### config.mk
export PLATFORM = sky130hd
export DESIGN_NAME = serial2parallel_align
export DESIGN_NICKNAME = d
export VERILOG_FILES = /design/src/rtl/serial2parallel_align_pkg.sv /design/src/rtl/serial2parallel_align_comma_detect.sv /design/src/rtl/serial2parallel_align.sv
export SDC_FILE = /design/constraint.sdc
export NUM_CORES = 1
export LEC_CHECK = 0
export CORE_MARGIN = 10
export CORE_UTILIZATION = 49
export CTS_CLUSTER_SIZE = 28
export DETAILED_ROUTE_END_ITERATION = 10
export GPL_TIMING_DRIVEN = 1
export PLACE_DENSITY_LB_ADDON = 0.25
export SYNTH_ARGS = -nofsm -noshare
export SYNTH_HDL_FRONTEND = slang
export SYNTH_HIERARCHICAL = 1
export SYNTH_SLANG_ARGS = --single-unit
### constraint.sdc
create_clock -name clk -period 2.48 [get_ports clk]
set_input_delay 0.372 -clock clk [delete_from_list [all_inputs] [get_ports clk]]
set_output_delay 0.372 -clock clk [all_outputs]
set_load 0.1 [all_outputs]
### src/rtl/serial2parallel_align_pkg.sv
// Shared PHY package: symbol width, K28.5 comma patterns and receive-side types.
package serial2parallel_align_pkg;

  localparam int unsigned SYM_W = 10;
  localparam int unsigned CNT_W = 4;

  // K28.5 as it appears on the wire, bit 9 received first.
  localparam logic [SYM_W-1:0] K28_5_RDN = 10'b0011111010;
  localparam logic [SYM_W-1:0] K28_5_RDP = 10'b1100000101;

  typedef enum logic {
    HUNT   = 1'b0,
    LOCKED = 1'b1
  } align_state_e;

endpackage

### src/rtl/serial2parallel_align_comma_detect.sv
// Combinational K28.5 detector; reusable wherever a candidate symbol must be screened.
module comma_detect
  import serial2parallel_align_pkg::*;
#(
  parameter logic [SYM_W-1:0] COMMA_RDN = K28_5_RDN,
  parameter logic [SYM_W-1:0] COMMA_RDP = K28_5_RDP
) (
  input  logic [SYM_W-1:0] nxt,
  input  logic             fill_ok,
  output logic             match,
  output logic             disparity
);

  logic is_rdn;
  logic is_rdp;

  // Match either disparity; fill_ok blocks matches against reset zeros.
  always_comb begin
    is_rdn    = (nxt == COMMA_RDN);
    is_rdp    = (nxt == COMMA_RDP);
    match     = fill_ok && (is_rdn || is_rdp);
    disparity = fill_ok && is_rdp;
  end

endmodule

### src/rtl/serial2parallel_align.sv
// Receive deserializer: hunts for K28.5, then emits aligned 10-bit symbols.
module serial2parallel_align
  import serial2parallel_align_pkg::*;
#(
  parameter logic [SYM_W-1:0] COMMA_RDN = K28_5_RDN,
  parameter logic [SYM_W-1:0] COMMA_RDP = K28_5_RDP
) (
  input  logic             clk,
  input  logic             reset_L,
  input  logic             in_valid,
  input  logic             in_1b,
  output logic [SYM_W-1:0] out_10b,
  output logic             out_valid,
  output logic             is_comma,
  output logic             locked,
  output logic             realign
);

  localparam logic [CNT_W-1:0] FILL_MAX = CNT_W'(SYM_W);
  localparam logic [CNT_W-1:0] CNT_LAST = CNT_W'(SYM_W - 1);

  align_state_e     state_q, state_d;
  logic [SYM_W-1:0] sr_q, sr_d;
  logic [CNT_W-1:0] fill_q, fill_d;
  logic [CNT_W-1:0] cnt_q, cnt_d;
  logic [SYM_W-1:0] out_10b_q, out_10b_d;
  logic             out_valid_q, out_valid_d;
  logic             is_comma_q, is_comma_d;
  logic             locked_q, locked_d;
  logic             realign_q, realign_d;

  logic [SYM_W-1:0] nxt;
  logic             fill_ok;
  logic             match;
  logic             disparity_unused;

  // Candidate word includes the bit arriving now; it needs 9 prior real bits.
  assign nxt     = {sr_q[SYM_W-2:0], in_1b};
  assign fill_ok = (fill_q >= CNT_LAST);

  comma_detect #(
    .COMMA_RDN (COMMA_RDN),
    .COMMA_RDP (COMMA_RDP)
  ) u_comma_detect (
    .nxt       (nxt),
    .fill_ok   (fill_ok),
    .match     (match),
    .disparity (disparity_unused)
  );

  // Next-state and output logic; idle cycles hold everything.
  always_comb begin
    state_d     = state_q;
    sr_d        = sr_q;
    fill_d      = fill_q;
    cnt_d       = cnt_q;
    out_10b_d   = out_10b_q;
    out_valid_d = 1'b0;
    is_comma_d  = 1'b0;
    locked_d    = locked_q;
    realign_d   = 1'b0;

    if (in_valid) begin
      sr_d = nxt;
      if (fill_q != FILL_MAX) begin
        fill_d = fill_q + CNT_W'(1);
      end

      case (state_q)
        HUNT: begin
          if (match) begin
            out_10b_d   = nxt;
            out_valid_d = 1'b1;
            is_comma_d  = 1'b1;
            locked_d    = 1'b1;
            cnt_d       = '0;
            state_d     = LOCKED;
          end
        end
        LOCKED: begin
          // A comma anywhere re-anchors the boundary; only off-boundary ones pulse realign.
          if (match || (cnt_q == CNT_LAST)) begin
            out_10b_d   = nxt;
            out_valid_d = 1'b1;
            is_comma_d  = match;
            realign_d   = match && (cnt_q != CNT_LAST);
            cnt_d       = '0;
          end else begin
            cnt_d = cnt_q + CNT_W'(1);
          end
        end
        default: state_d = HUNT;
      endcase
    end
  end

  // State and output registers, cleared asynchronously.
  always_ff @(posedge clk or negedge reset_L) begin
    if (!reset_L) begin
      state_q     <= HUNT;
      sr_q        <= '0;
      fill_q      <= '0;
      cnt_q       <= '0;
      out_10b_q   <= '0;
      out_valid_q <= 1'b0;
      is_comma_q  <= 1'b0;
      locked_q    <= 1'b0;
      realign_q   <= 1'b0;
    end else begin
      state_q     <= state_d;
      sr_q        <= sr_d;
      fill_q      <= fill_d;
      cnt_q       <= cnt_d;
      out_10b_q   <= out_10b_d;
      out_valid_q <= out_valid_d;
      is_comma_q  <= is_comma_d;
      locked_q    <= locked_d;
      realign_q   <= realign_d;
    end
  end

  assign out_10b   = out_10b_q;
  assign out_valid = out_valid_q;
  assign is_comma  = is_comma_q;
  assign locked    = locked_q;
  assign realign   = realign_q;

endmodule

# Word-level counts from Yosys, hierarchy flattened

Cells that the tools add are included.

Register bits: 32
Input port bits: 4

Add/subtract/negate cells: 2
$lt $le $gt $ge: 1
Eq/ne operators: 7
Multiplexer cells: 17
Bitwise gates (word level): 1
Reduce and logical (&&, ||, !) cells: 8

Operators by type and width:

| kind                   | number |
|---|---|
| $mux W10               | 2 |
| $pmux W10 S2           | 1 |
| $eq A10 B10 Y1 const B | 1 |
| $eq A10 B8 Y1 const B  | 1 |
| $mux W1                | 9 |
| $add A4 B1 Y4 const B  | 2 |
| $mux W4                | 2 |
| $ne A4 B4 Y1 const B   | 2 |
| $pmux W4 S2            | 1 |
| $reduce_and A3 Y1      | 2 |
| $eq A4 B4 Y1 const B   | 1 |
| $ge A4 B4 Y1 const B   | 1 |
| $pmux W1 S2            | 2 |
| $reduce_and A2 Y1      | 2 |
| $logic_and A1 B1 Y1    | 2 |
| $logic_or A1 B1 Y1     | 2 |
| $ne A2 B1 Y1 const B   | 1 |
| $ne A2 B2 Y1 const B   | 1 |
| $not A1 Y1             | 1 |

# Logic depth before layout (Yosys ltp)

Depth in word-level cells: 7
Gate-level depth with buffers: 10
Depth with buffers taken out: 10

# Hierarchy

The synthesis kept the hierarchy.

By module, submodules not included:

| module                | instances | cells an instance | area an instance (um2) | sequential area each (um2) |
|---|---|---|---|---|
| serial2parallel_align | 1         | 104               | 1,408.9                | 800.8 |
| comma_detect          | 1         | 10                | 67.6                   | 0.0 |

# Worst setup path before layout

No wires, ideal clock.

Path kind: register to register
Start: register fill_q[0]
End: register out_10b_q[1], in the netlist out_10b[1]
Setup time: 125 ps
Arrival: 2,196 ps
Data required time: 2,355 ps
Path slack: 159 ps
Cell stages (with the launch flop): 10
Path buffers: 1
Clock period less this slack: 2,321 ps
Path through: dfrtp_1 inv_1 ha_1 a21boi_0 nand4b_1 or4_1 o21ai_0 o21ai_2 buf_6 mux2_4

Cells in the longest elaborated chain, start to end: 5

Ends and longest elaborated chain:

| what                                   | RTL line                                 | source |
|---|---|---|
| from (decl)                            | serial2parallel_align.sv:24              | `logic [CNT_W-1:0] fill_q, fill_d;` |
| from (signal assigned)                 | serial2parallel_align.sv:112             | `fill_q <= fill_d;` |
| $ge A4 B4 Y1 (*)                       | serial2parallel_align.sv:39              | `assign fill_ok = (fill_q >= CNT_LAST);` |
| named net fill_ok                      | serial2parallel_align.sv:33              | `logic fill_ok;` |
| $logic_and A1 B1 Y1 (*)                | serial2parallel_align_comma_detect.sv:21 | `match = fill_ok && (is_rdn \|\| is_rdp);` |
| named net match                        | serial2parallel_align.sv:34              | `logic match;` |
| $logic_or A1 B1 Y1                     | serial2parallel_align.sv:82              | `if (match \|\| (cnt_q == CNT_LAST)) begin` |
| $ne A2 B1 Y1 (no source line)          | --                                       |  |
| $reduce_and A3 Y1 (no source line) (*) | --                                       |  |
| to (signal assigned)                   | serial2parallel_align.sv:114             | `out_10b_q <= out_10b_d;` |
| to (decl)                              | serial2parallel_align.sv:26              | `logic [SYM_W-1:0] out_10b_q, out_10b_d;` |

The timed path passes the listed nets; every way through them passes the cells marked *.
A chain may end at the register's enable or synchronous reset.

# Worst setup path after layout

Start: register fill_q[0]
End: register out_10b_q[9], in the netlist out_10b[9]

Same word-level chain as after synthesis.

==> summary.md <==
| Metric | Value |
|---|---|
| RSZ-0062 raised after global routing | no |
| Pwr/cell area | 838 nW/um2 |
| WP data required | 2.69 ns |
| Filler instances | 224 |
| Worst Reg-to-Reg Cells | 8 |
| Worst Hold Class | in2async |
| Final hold slack | 0.436 ns |
| Final hold vios | 0 |
| Pleak | 0.846 nW |
| Global Route Usage Sum | 10.5% |
| Syn Area/Cell | 13.0 um2 |
| Initial Utilization | 52.5% |
| Final setup fails | 0 |
| CTS tree | built |
| Gr ovfl total | 0 |
| Clk pin slew, worst setup/hold paths | 0.09 ns |
| H-tree Lvls | 2 |
| Clk Latency, worst-skew pair | 0.33 ns |
| Crit path DAT | 2.53 ns |
| Initial drt markers | 80 |
| Routability Congestion | 0.865 |
| Commonest non-fill, non-tap cell in the layout | dfrtp_1 |
| Max-cap viol count | 0 |
| CP Launch Type | flop |
| Status | complete, no violations |
| Clock Skews | 0.00542 ns |
| Commonest cells after routing, fill and taps aside | dfrtp_1 (32), buf_4 (19), mux2_2 (11), mux2_4 (9), o21ai_0 (7) |
| Worst slew margin | 49.8% |
| Diodes inserted | 0 |
| Die Footprint | 5600 um2 |
| Mapped Cells | 113 |
| Die Span Y | 74.8 um |
| Die X | 74.8 um |
| Minimum clock period | 2.31 ns |
| Fmax | 432 MHz |
| Crit path from | fill_q[0] |
| Share of layout cells above drive strength 1 | 33.3% |
| Antenna viol nets, final | 0 |
| Total core area | 2810 um2 |
| DRC | 0 |
| Number of port buffers | 17 |
| Initial antenna violation count | 0 |
| Fin crit share | 93.3% |
| 1st-pass router iterations | 4 |
| Clk sinks | 32 |
| Nets | 148 |
| CP Capture Type | flop |
| Clk buf depth | 2 |
| Layout area overhead | 15.3% |
| Largest net degree at the start of global routing | 33 |
| Vias per inst | 5.62 |
| Io pins | 18 |
| Final Max Tran Viols | 0 |
| First-pass GRT wire length | 4.40 mm |
| Layout Utilization | 60.5% |
| Tot Pwr | 0.00142 W |
| Routed via count | 950 |
| WS Path Type | reg2reg |
| Post-Syn Nets | 123 |
| Crit Reg-Reg Startpoint | fill_q[0] |
| VDD IR max | 511 uV |
| Num rows | 19 |
| Num CTS Buffers | 5 |
| Vias in the first global route | 975 |
| DP HPWL | 1.98 mm |
| Worst Path Max Fanout | 11 |
| Yosys synthesis warning count | 6 |
| Routed length per instance | 15.9 um |
| CTS root buffer | clkbuf_4 |
| Worst-Margin Slew | 0.753 ns |
| TNS Setup | 0 ns |
| Post-detailed-routing wire length | 2.69 mm |
| Area of the mapped netlist | 1470 um2 |
[timing repair]
item,CTS,global route
endpoints found under the setup margin,0,14
resized for setup,0,2
hold buffers,0,0
hold endpoints to repair,0,0
buffers inserted,0,1
[registers in the layout (all words and copies together) (netlist names)]
name,count
locked,1
fill_q,4
cnt_q,4
out_valid,1
state_q,1
sr_q,9
out_10b,10
realign,1
is_comma,1
[layer usage]
| layer | GRT usage [%] | routed length (um) |
|---|---|---|
| met5 | 0 | 0 |
| met4 | 7.98 | 66 |
| met3 | 3.55 | 200 |
| met2 | 17.0 | 1280 |
| met1 | 11.1 | 1130 |
[power by group]
| part | switching, W | internal, W |
|---|---|---|
| registers | 0.000127 | 0.000633 |
| clock network | 0.000161 | 0.000104 |
| logic | 0.000213 | 0.000185 |
[through the flow]
| stage | instance area [um2] | worst slack (ns) | instances |
|---|---|---|---|
| floorplan | 1470 | 0.159 | 113 |
| global placement | 1640 | 0.0598 | 161 |
| detailed placement | 1640 | 0.0213 | 161 |
| CTS | 1690 | 0.00908 | 168 |
| global route | 1700 | 0.0214 | 169 |
| finish | 1700 | 0.167 | 169 |
[worst max-delay path, cell delays in order (launching register included)]
cell and delay [ns]:
dfrtp_1 0.40, inv_1 0.08, ha_1 0.19, a21boi_1 0.19, nand4b_1 0.11, or4_1 0.47
o21ai_1 0.14, o21ai_2 0.26, mux2_4 0.37
[path summary, 6_finish.rpt]
check / to / slack [ns]
setup / recovery: out_10b[9] / 0.17
hold / removal: out_10b[8] / 0.44
setup reg to reg: out_10b[9] / 0.17
hold reg to reg: locked / 0.48
max in group asynchronous: fill_q[3] / 1.76
min in group clk: locked / 0.48
[cell type report]
class                           count  area (um2)  share of cell area (%)
Clock inverter                      1        5.00                   0.295
Clock buffer                        6        41.3                    2.43
Sequential cell                    32         801                    47.2
Multi-Input combinational cell     71         617                    36.3
Tap cell                           31        38.8                    2.28
Inverter                            6        22.5                    1.33
Timing Repair Buffer               22         173                    10.2
(Power assumes the default switching activity.)
